===== config.mk =====
export PLATFORM = sky130hd
export DESIGN_NAME = vavg_seq_flat
export DESIGN_NICKNAME = d
export VERILOG_FILES = /design/src/rtl/vavg_seq_if.sv /design/src/rtl/vavg_seq.sv /design/src/flat_wrapper.sv
export SDC_FILE = /design/constraint.sdc
export NUM_CORES = 1
export LEC_CHECK = 0
export ABC_AREA = 0
export CELL_PAD_IN_SITES_DETAIL_PLACEMENT = 2
export CELL_PAD_IN_SITES_GLOBAL_PLACEMENT = 2
export CORE_MARGIN = 5
export CORE_UTILIZATION = 29
export CTS_CLUSTER_SIZE = 8
export DETAILED_ROUTE_END_ITERATION = 7
export GPL_TIMING_DRIVEN = 0
export MAX_ROUTING_LAYER = met4
export PLACE_DENSITY_LB_ADDON = 0.1
export SLEW_MARGIN = 10
export SYNTH_ARGS = -nofsm -noshare
export SYNTH_HDL_FRONTEND = slang
export SYNTH_SLANG_ARGS = --single-unit

===== constraint.sdc =====
create_clock -name clk -period 5.3 [get_ports clk]
set_clock_uncertainty 0.2 [all_clocks]
set_input_delay 0.795 -clock clk [delete_from_list [all_inputs] [get_ports clk]]
set_output_delay 0.795 -clock clk [all_outputs]
set_load 0.005 [all_outputs]

===== src/rtl/vavg_seq_if.sv =====
// Operand/result handshake bundle for the sequential halfword averager.
interface vavg_seq_if #(
    parameter int unsigned NBEAT = 4
);
    logic                  in_valid;
    logic                  in_ready;
    logic                  in_uns;
    logic [32*NBEAT-1:0]   vra;
    logic [32*NBEAT-1:0]   vrb;
    logic                  out_valid;
    logic                  out_ready;
    logic [32*NBEAT-1:0]   vrt;
    logic                  busy;

    modport master (
        output in_valid, in_uns, vra, vrb, out_ready,
        input  in_ready, out_valid, vrt, busy
    );

    modport slave (
        input  in_valid, in_uns, vra, vrb, out_ready,
        output in_ready, out_valid, vrt, busy
    );
endinterface


===== src/rtl/vavg_seq.sv =====
// Sequential rounded halfword average of two vectors, one 32-bit word per cycle.
// Operands are latched at accept so the caller may change them during the run.
module vavg_seq #(
    parameter int unsigned NBEAT = 4
) (
    input  logic        clk,
    input  logic        rst,
    vavg_seq_if.slave   bus
);
    localparam int unsigned W  = 32 * NBEAT;
    localparam int unsigned BW = (NBEAT > 1) ? $clog2(NBEAT) : 1;
    localparam logic [BW-1:0] LastBeat = BW'(NBEAT - 1);

    typedef enum logic [1:0] {StIdle, StRun, StDone} state_e;

    state_e          r_state;
    state_e          w_state_next;
    logic [BW-1:0]   r_beat;
    logic [W-1:0]    r_a;
    logic [W-1:0]    r_b;
    logic [W-1:0]    r_res;
    logic            r_uns;
    logic            w_accept;
    logic [31:0]     w_word_a;
    logic [31:0]     w_word_b;
    logic [31:0]     w_word_res;

    // 17-bit sum of extended halfwords plus one, keep bits [16:1]; cannot overflow.
    function automatic logic [15:0] half_avg(input logic [15:0] a, input logic [15:0] b,
                                             input logic uns);
        logic [16:0] sum;
        sum = {~uns & a[15], a} + {~uns & b[15], b} + 17'd1;
        return sum[16:1];
    endfunction

    assign w_accept   = bus.in_valid && (r_state == StIdle);
    assign w_word_a   = r_a[{r_beat, 5'b0} +: 32];
    assign w_word_b   = r_b[{r_beat, 5'b0} +: 32];
    assign w_word_res = {half_avg(w_word_a[31:16], w_word_b[31:16], r_uns),
                         half_avg(w_word_a[15:0],  w_word_b[15:0],  r_uns)};

    always_ff @(posedge clk) begin
        if (rst) begin
            r_state <= StIdle;
        end else begin
            r_state <= w_state_next;
        end
    end

    always_comb begin
        w_state_next = r_state;
        unique case (r_state)
            StIdle:  if (bus.in_valid) w_state_next = StRun;
            StRun:   if (r_beat == LastBeat) w_state_next = StDone;
            StDone:  if (bus.out_ready) w_state_next = StIdle;
            default: w_state_next = StIdle;
        endcase
    end

    always_ff @(posedge clk) begin
        if (rst) begin
            r_beat <= '0;
            r_a    <= '0;
            r_b    <= '0;
            r_uns  <= 1'b0;
            r_res  <= '0;
        end else if (w_accept) begin
            r_beat <= '0;
            r_a    <= bus.vra;
            r_b    <= bus.vrb;
            r_uns  <= bus.in_uns;
        end else if (r_state == StRun) begin
            r_res[{r_beat, 5'b0} +: 32] <= w_word_res;
            if (r_beat != LastBeat) begin
                r_beat <= r_beat + 1'b1;
            end
        end
    end

    assign bus.in_ready  = (r_state == StIdle);
    assign bus.out_valid = (r_state == StDone);
    assign bus.busy      = (r_state == StRun) || (r_state == StDone);
    assign bus.vrt       = r_res;
endmodule


===== src/flat_wrapper.sv =====
// flat-port wrapper written by rule: the top's interface ports become plain ports
module vavg_seq_flat 
#(
    parameter int unsigned NBEAT = 4
)
  (clk, rst, bus_in_valid, bus_in_uns, bus_vra, bus_vrb, bus_out_ready, bus_in_ready, bus_out_valid, bus_vrt, bus_busy);
  vavg_seq_if #(.NBEAT(NBEAT)) bus_i ();
  input  logic clk;
  input  logic rst;
  input wire logic [$bits(bus_i.in_valid)-1:0] bus_in_valid;
  input wire logic [$bits(bus_i.in_uns)-1:0] bus_in_uns;
  input wire logic [$bits(bus_i.vra)-1:0] bus_vra;
  input wire logic [$bits(bus_i.vrb)-1:0] bus_vrb;
  input wire logic [$bits(bus_i.out_ready)-1:0] bus_out_ready;
  output wire logic [$bits(bus_i.in_ready)-1:0] bus_in_ready;
  output wire logic [$bits(bus_i.out_valid)-1:0] bus_out_valid;
  output wire logic [$bits(bus_i.vrt)-1:0] bus_vrt;
  output wire logic [$bits(bus_i.busy)-1:0] bus_busy;
  assign bus_i.in_valid = bus_in_valid;
  assign bus_i.in_uns = bus_in_uns;
  assign bus_i.vra = bus_vra;
  assign bus_i.vrb = bus_vrb;
  assign bus_i.out_ready = bus_out_ready;
  assign bus_in_ready = bus_i.in_ready;
  assign bus_out_valid = bus_i.out_valid;
  assign bus_vrt = bus_i.vrt;
  assign bus_busy = bus_i.busy;
  vavg_seq #(.NBEAT(NBEAT)) u_core (.clk(clk), .rst(rst), .bus(bus_i));
endmodule

---- Yosys cells after proc, flatten, opt, wreduce, memory -nomap -nowiden ----
Cells that the tools add are included.
word-level totals
  RAM bits ................................ 0
  logic and storage cells ................. 41
  output and inout bits ................... 131
  memories kept ........................... 0
  bits of input ports ..................... 261
  bits in registers ....................... 389
  bits in read-only memories .............. 0
  bits in latches ......................... 0
operators by class
  mux-type cells .......................... 5
  reduce and logical (&&, ||, !) cells .... 7
  shift operators ......................... 4
  add/sub/neg operators ................... 6
  multipliers ............................. 0
  eq/ne operators ......................... 7
  divide/modulo/power cells ............... 0
  $lt $le $gt $ge ......................... 0
  bitwise gates (word level) .............. 6
operators by type and width
  kind                        number
  $shiftx A128 B8 Y32         2
  $bwmux W128                 1
  $shift A32 B9 Y128 const A  1
  $shiftx A32 B9 Y128         1
  $add A17 B1 Y17 const B     2
  $add A17 B17 Y17            2
  $neg A7 Y9                  1
  $mux W2                     3
  $ne A2 B2 Y1 const B        3
  $pmux W2 S3                 1
  $and A1 B1 Y1               4
  $eq A2 B2 Y1 const B        2
  $reduce_and A2 Y1           2
  $reduce_and A3 Y1           1
  $add A2 B1 Y2 const B       1
  $eq A2 B1 Y1 const B        1
  $logic_not A2 Y1            1
  $ne A2 B1 Y1 const B        1
  $not A1 Y1                  2
  $reduce_or A2 Y1            1
  $logic_and A1 B1 Y1         1
  $logic_or A1 B1 Y1          1

---- Depth between registers and ports, before layout ----
  depth in word-level cells ............... 6
  gate-level depth with buffers ........... 13
  gate-level depth less buffers ........... 11

---- Least setup slack after synthesis ----
Ideal clock, no wire load.
  path type ............................... reg-to-reg
  start point ............................. register u_core.r_beat[0]
  end point ............................... register u_core.r_res[31] (netlist: u_core.bus.vrt[31])
  setup time .............................. 0.128 ns
  stages on the path, launching flop included .. 13
  arrival ................................. 3.721 ns
  path slack .............................. 1.252 ns
  buffers on the path ..................... 3
  data required time ...................... 4.972 ns
  clock period less this slack ............ 4.048 ns
  cells stage by stage .................... dfxtp_1 > buf_2 > buf_2 > buf_2 > mux4_2 > fa_1 > a21o_1 > a31o_2 > a21o_1 > nor4_1 > o311ai_0 > xnor2_1 > o21ai_0
on the way
  longest elaborated chain between the ends .. 6
  elaborated cells between the ends (all ways) .. 14
  those cells by class .................... add/sub (5); shift (4); mux (1); bitwise (4)
RTL lines
  what                                    RTL line                        RTL
  start, declared                         vavg_seq.sv:18                  logic [BW-1:0] r_beat;
  start signal, assigned                  vavg_seq.sv:75                  r_beat <= r_beat + 1'b1;
  $shiftx A128 B8 Y32 (on tied branches)  vavg_seq.sv:37, vavg_seq.sv:38
  $and A1 B1 Y1                           vavg_seq.sv:32                  sum = {~uns & a[15], a} + {~uns & b[15], b} + 17'd1;
  $add A17 B17 Y17                        vavg_seq.sv:32
  $add A17 B1 Y17                         vavg_seq.sv:32
  $shiftx A32 B9 Y128                     vavg_seq.sv:73                  r_res[{r_beat, 5'b0} +: 32] <= w_word_res;
  $bwmux W128 *                           vavg_seq.sv:73
  end signal, assigned by index           vavg_seq.sv:73
  end, declared                           vavg_seq.sv:21                  logic [W-1:0] r_res;
Mark *: on every way between the ends. The rest lies on a longest branch, timed or not.
A chain may end at the register's enable or synchronous reset.

---- Final worst setup path ----
  start point ............................. register u_core.r_beat[0]
  end point ............................... register u_core.r_res[15] (netlist: u_core.bus.vrt[15])
The elaborated chain is that of the path after synthesis.

==> impl_metrics.json <==
{
  "dominant_register_cell_in_the_synthesized_netlist": "sky130_fd_sc_hd__dfxtp_1",
  "gp_routability_congestion": 0.871,
  "route.detailed.wl_per_inst_um": 24.2,
  "netlist.top_cell.by_area": "sky130_fd_sc_hd__dfxtp_1",
  "io_port_bufs": 391,
  "tot_gr_track_use_pct": 24.1,
  "ant_nets": 0,
  "placement_rows": 86,
  "count_of_endpoints_failing_setup_in_the_final_report": 0,
  "nets": 2570,
  "yosysSeqAreaShare_pct": 48.4,
  "clockBufferDepth": 3,
  "setup.worst_path.start_class": "flop",
  "dpl.hpwl_um": 58200,
  "irDropWorstVdd_uv": 208,
  "start_util_pct": 29.3,
  "synth.avg_cell_area_um2": 8.83,
  "leakagePower_nw": 8.23,
  "rsz0062_at_grt": "false",
  "layout.cells.most_common_list": "sky130_fd_sc_hd__nand2_1 (573), sky130_fd_sc_hd__clkdlybuf4s50_1 (391), sky130_fd_sc_hd__dfxtp_1 (389)",
  "cap_viol_max_count": 0,
  "ys_seq_elements": 389,
  "dieHeight_um": 246,
  "grt_overflow": 0,
  "yosys_synthesis_warning_count": 0,
  "cts-buffers-inserted": 54,
  "path_clk_slew_ns": 0.05,
  "timing.final.crit_period_ns": 4.99,
  "placed_cells_incl_taps": 2961,
  "number_of_antenna_violations_at_the_first_check_in_global_routing": 0,
  "clock_latency_ns": 0.60,
  "postPlaceCellArea_mm2": 0.0209,
  "report.final.hold_viol_count": 0,
  "grt_first_pass_wirelength_um": 107000,
  "relSlewSlack_pct": 19.4,
  "route.vias.total": 15200,
  "crit_required_ns": 5.57,
  "depth_of_the_cts_h_tree": 2,
  "clock_tree.root_cell": "sky130_fd_sc_hd__clkbuf_16",
  "areaGrowthSynthToFinish_pct": 39.0,
  "proportion_of_layout_cells_with_a_drive_suffix_above_1_pct": 6.48,
  "drtIter0Drc": 615,
  "clock.fmax_mhz": 200,
  "grt_pass1_vias": 16900,
  "grt_start_max_net_pins": 14,
  "critical_path_arrival_ns": 5.26,
  "pre_cts_slack_ns": -0.122,
  "status": "complete, no violations",
  "die_width_um": 246,
  "seqCellArea_mm2": 0.00779,
  "stdcell_area_mm2": 0.0224,
  "clock_sinks": 389,
  "fp.dieArea_mm2": 0.0603,
  "cts_setup_buffers": 0,
  "post_synth_inst_count": 1822,
  "core_area_mm2": 0.0550,
  "num_io_pins": 392,
  "synth-async-reset-ratio_pct": 0,
  "number_of_remaining_drc_errors": 0,
  "multi_input_gate_area_mm2": 0.00778,
  "mostFrequentLayoutCell": "sky130_fd_sc_hd__nand2_1",
  "dominant_cells_by_area_after_synthesis": "sky130_fd_sc_hd__dfxtp_1 (48%), sky130_fd_sc_hd__nand2_1 (13%), sky130_fd_sc_hd__a21oi_1 (8.9%), sky130_fd_sc_hd__mux4_2 (8.5%), sky130_fd_sc_hd__ha_1 (3.0%)",
  "detail_route.vias_per_cell": 5.02,
  "fillCellCount": 6104,
  "antenna-diode-count": 0,
  "tightest_slew_ns": 1.21,
  "fin_cells": 3018,
  "timing.hold.worst.class": "flop to flop",
  "tritoncts": "done",
  "syn_nets": 2124,
  "min_period_over_period_pct": 94.2,
  "critPathMaxFanout": 10,
  "setup.worst_path.class": "flop to flop",
  "layout_setup_ws_ns": 0.309,
  "power-per-cell-area_mw_per_mm2": 363,
  "drt_pass1_iterations": 5,
  "yosysUniqueCellTypes": 63,
  "synth-edff-count": 0,
  "portion_of_synthesized_cell_area_occupied_by_the_leading_cell_type_pct": 48.4,
  "totalWireLength_um": 73100,
  "synth.cell_area_mm2": 0.0161,
  "worst_setup_path_end_kind": "flop",
  "maxSlewViolCount": 0
}
[per-stage QoR]
| stage | hold WS (ns) | setup TNS [ns] | power [W] | util, % |
|---|---|---|---|---|
| floorplan | 0.231 | 0 | 0.00421 | - |
| global placement | 0.236 | -0.134 | 0.00505 | 38.1 |
| detailed placement | 0.248 | -0.806 | 0.00511 | 38.1 |
| CTS | 0.255 | 0 | 0.00820 | 40.7 |
| global route | 0.273 | 0 | 0.00846 | 40.7 |
| finish | 0.253 | 0 | 0.00811 | 40.7 |
[worst max-delay path, cell delays in order (launching register included)]
cell,delay [ns]
sky130_fd_sc_hd__dfxtp_1,0.56
sky130_fd_sc_hd__clkbuf_4,0.37
sky130_fd_sc_hd__buf_4,0.32
sky130_fd_sc_hd__buf_4,0.38
sky130_fd_sc_hd__mux4_2,0.63
sky130_fd_sc_hd__ha_1,0.41
sky130_fd_sc_hd__a21oi_1,0.32
sky130_fd_sc_hd__o211ai_1,0.19
sky130_fd_sc_hd__a21oi_1,0.26
sky130_fd_sc_hd__o21ai_1,0.19
sky130_fd_sc_hd__a221oi_1,0.53
sky130_fd_sc_hd__xnor2_2,0.23
sky130_fd_sc_hd__a22o_1,0.25
[cell type report]
cell class	count	area share, %
buffer	129	2.29
clock buffer	57	6.23
clock inverter	1	0.0391
inverter	12	0.201
multi-input combinational	1291	34.8
sequential	389	34.8
tap	748	4.18
timing repair buffer	391	17.5
[power by group]
part / total [W] / switching (W) / internal [W]
registers: 0.00328 / 0.000129 / 0.00315
logic: 0.00177 / 0.00112 / 0.000654
clock network: 0.00307 / 0.00125 / 0.00182
[synthesized netlist by cell type, types with 3 or more instances]
| library cell | number |
|---|---|
| sky130_fd_sc_hd__ha_1 | 39 |
| sky130_fd_sc_hd__o21a_1 | 3 |
| sky130_fd_sc_hd__a21oi_1 | 286 |
| sky130_fd_sc_hd__a22o_1 | 52 |
| sky130_fd_sc_hd__o21ai_1 | 10 |
| sky130_fd_sc_hd__a22oi_1 | 44 |
| sky130_fd_sc_hd__xnor2_1 | 14 |
| sky130_fd_sc_hd__a211oi_1 | 3 |
| sky130_fd_sc_hd__dfxtp_1 | 389 |
| sky130_fd_sc_hd__nor3_1 | 5 |
| sky130_fd_sc_hd__nand4_1 | 3 |
| sky130_fd_sc_hd__inv_1 | 11 |
| sky130_fd_sc_hd__a31oi_1 | 4 |
| sky130_fd_sc_hd__nand2b_1 | 8 |
| sky130_fd_sc_hd__nor2_1 | 61 |
| sky130_fd_sc_hd__buf_1 | 11 |
| sky130_fd_sc_hd__and4_1 | 3 |
| sky130_fd_sc_hd__xor2_1 | 14 |
| sky130_fd_sc_hd__nand2_1 | 573 |
| sky130_fd_sc_hd__o21ai_0 | 39 |
| sky130_fd_sc_hd__buf_2 | 7 |
| sky130_fd_sc_hd__nand3_1 | 5 |
| sky130_fd_sc_hd__o21bai_1 | 3 |
| sky130_fd_sc_hd__a21o_1 | 10 |
| sky130_fd_sc_hd__nor2b_1 | 8 |
| sky130_fd_sc_hd__mux4_2 | 61 |
| sky130_fd_sc_hd__clkbuf_1 | 111 |
[path summary, 6_finish.rpt]
kind | startpoint | to | slack, ns | cells past startpoint
worst min-delay path | u_core.r_b[42] | u_core.r_b[42] | 0.25 | 2
worst min register to register | u_core.r_b[42] | u_core.r_b[42] | 0.25 | 2
worst max register to register | u_core.r_beat[0] | u_core.bus.vrt[15] | 0.31 | 12
worst max-delay path | u_core.r_beat[0] | u_core.bus.vrt[15] | 0.31 | 12
[repair_timing]
item / 4_1_cts / 5_1_grt
hold buffers: 0 / 0
resized for setup: 6 / 3
endpoints found under the setup margin: 28 / 25
pin swaps: 0 / 1
[flip-flops by register name, summed over array words and instances, names as in the netlist]
register / count
u_core.bus.vrt: 128
u_core.r_a: 128
u_core.r_b: 128
u_core.r_beat: 2
u_core.r_state: 2
u_core.r_uns: 1
[logic make-up (layout without fill, tap and decap cells)]
kind of cell    after synthesis  after routing  synth area share, %
buf+inv                     142            590                 3.41
compound gates              476            476                 17.9
simple gates                681            681                 16.7
mux                          63             63                 8.66
flops                       389            389                 48.4
xor+xnor                     30             30                 1.73
fa+ha+maj                    41             41                 3.28
[per-layer routing]
metal | track usage (%) | wire (um) | share of wire (%) | vias up
li1 | - | - | - | 7135
met1 | 29.7 | 32000 | 44 | 7598
met2 | 41.6 | 36400 | 50 | 328
met3 | 3.43 | 2860 | 3.9 | 100
met4 | 6.27 | 1760 | 2.4 | 0
met5 | - | 0 | 0 | -
Note: power is estimated with default switching activity, not from simulation.
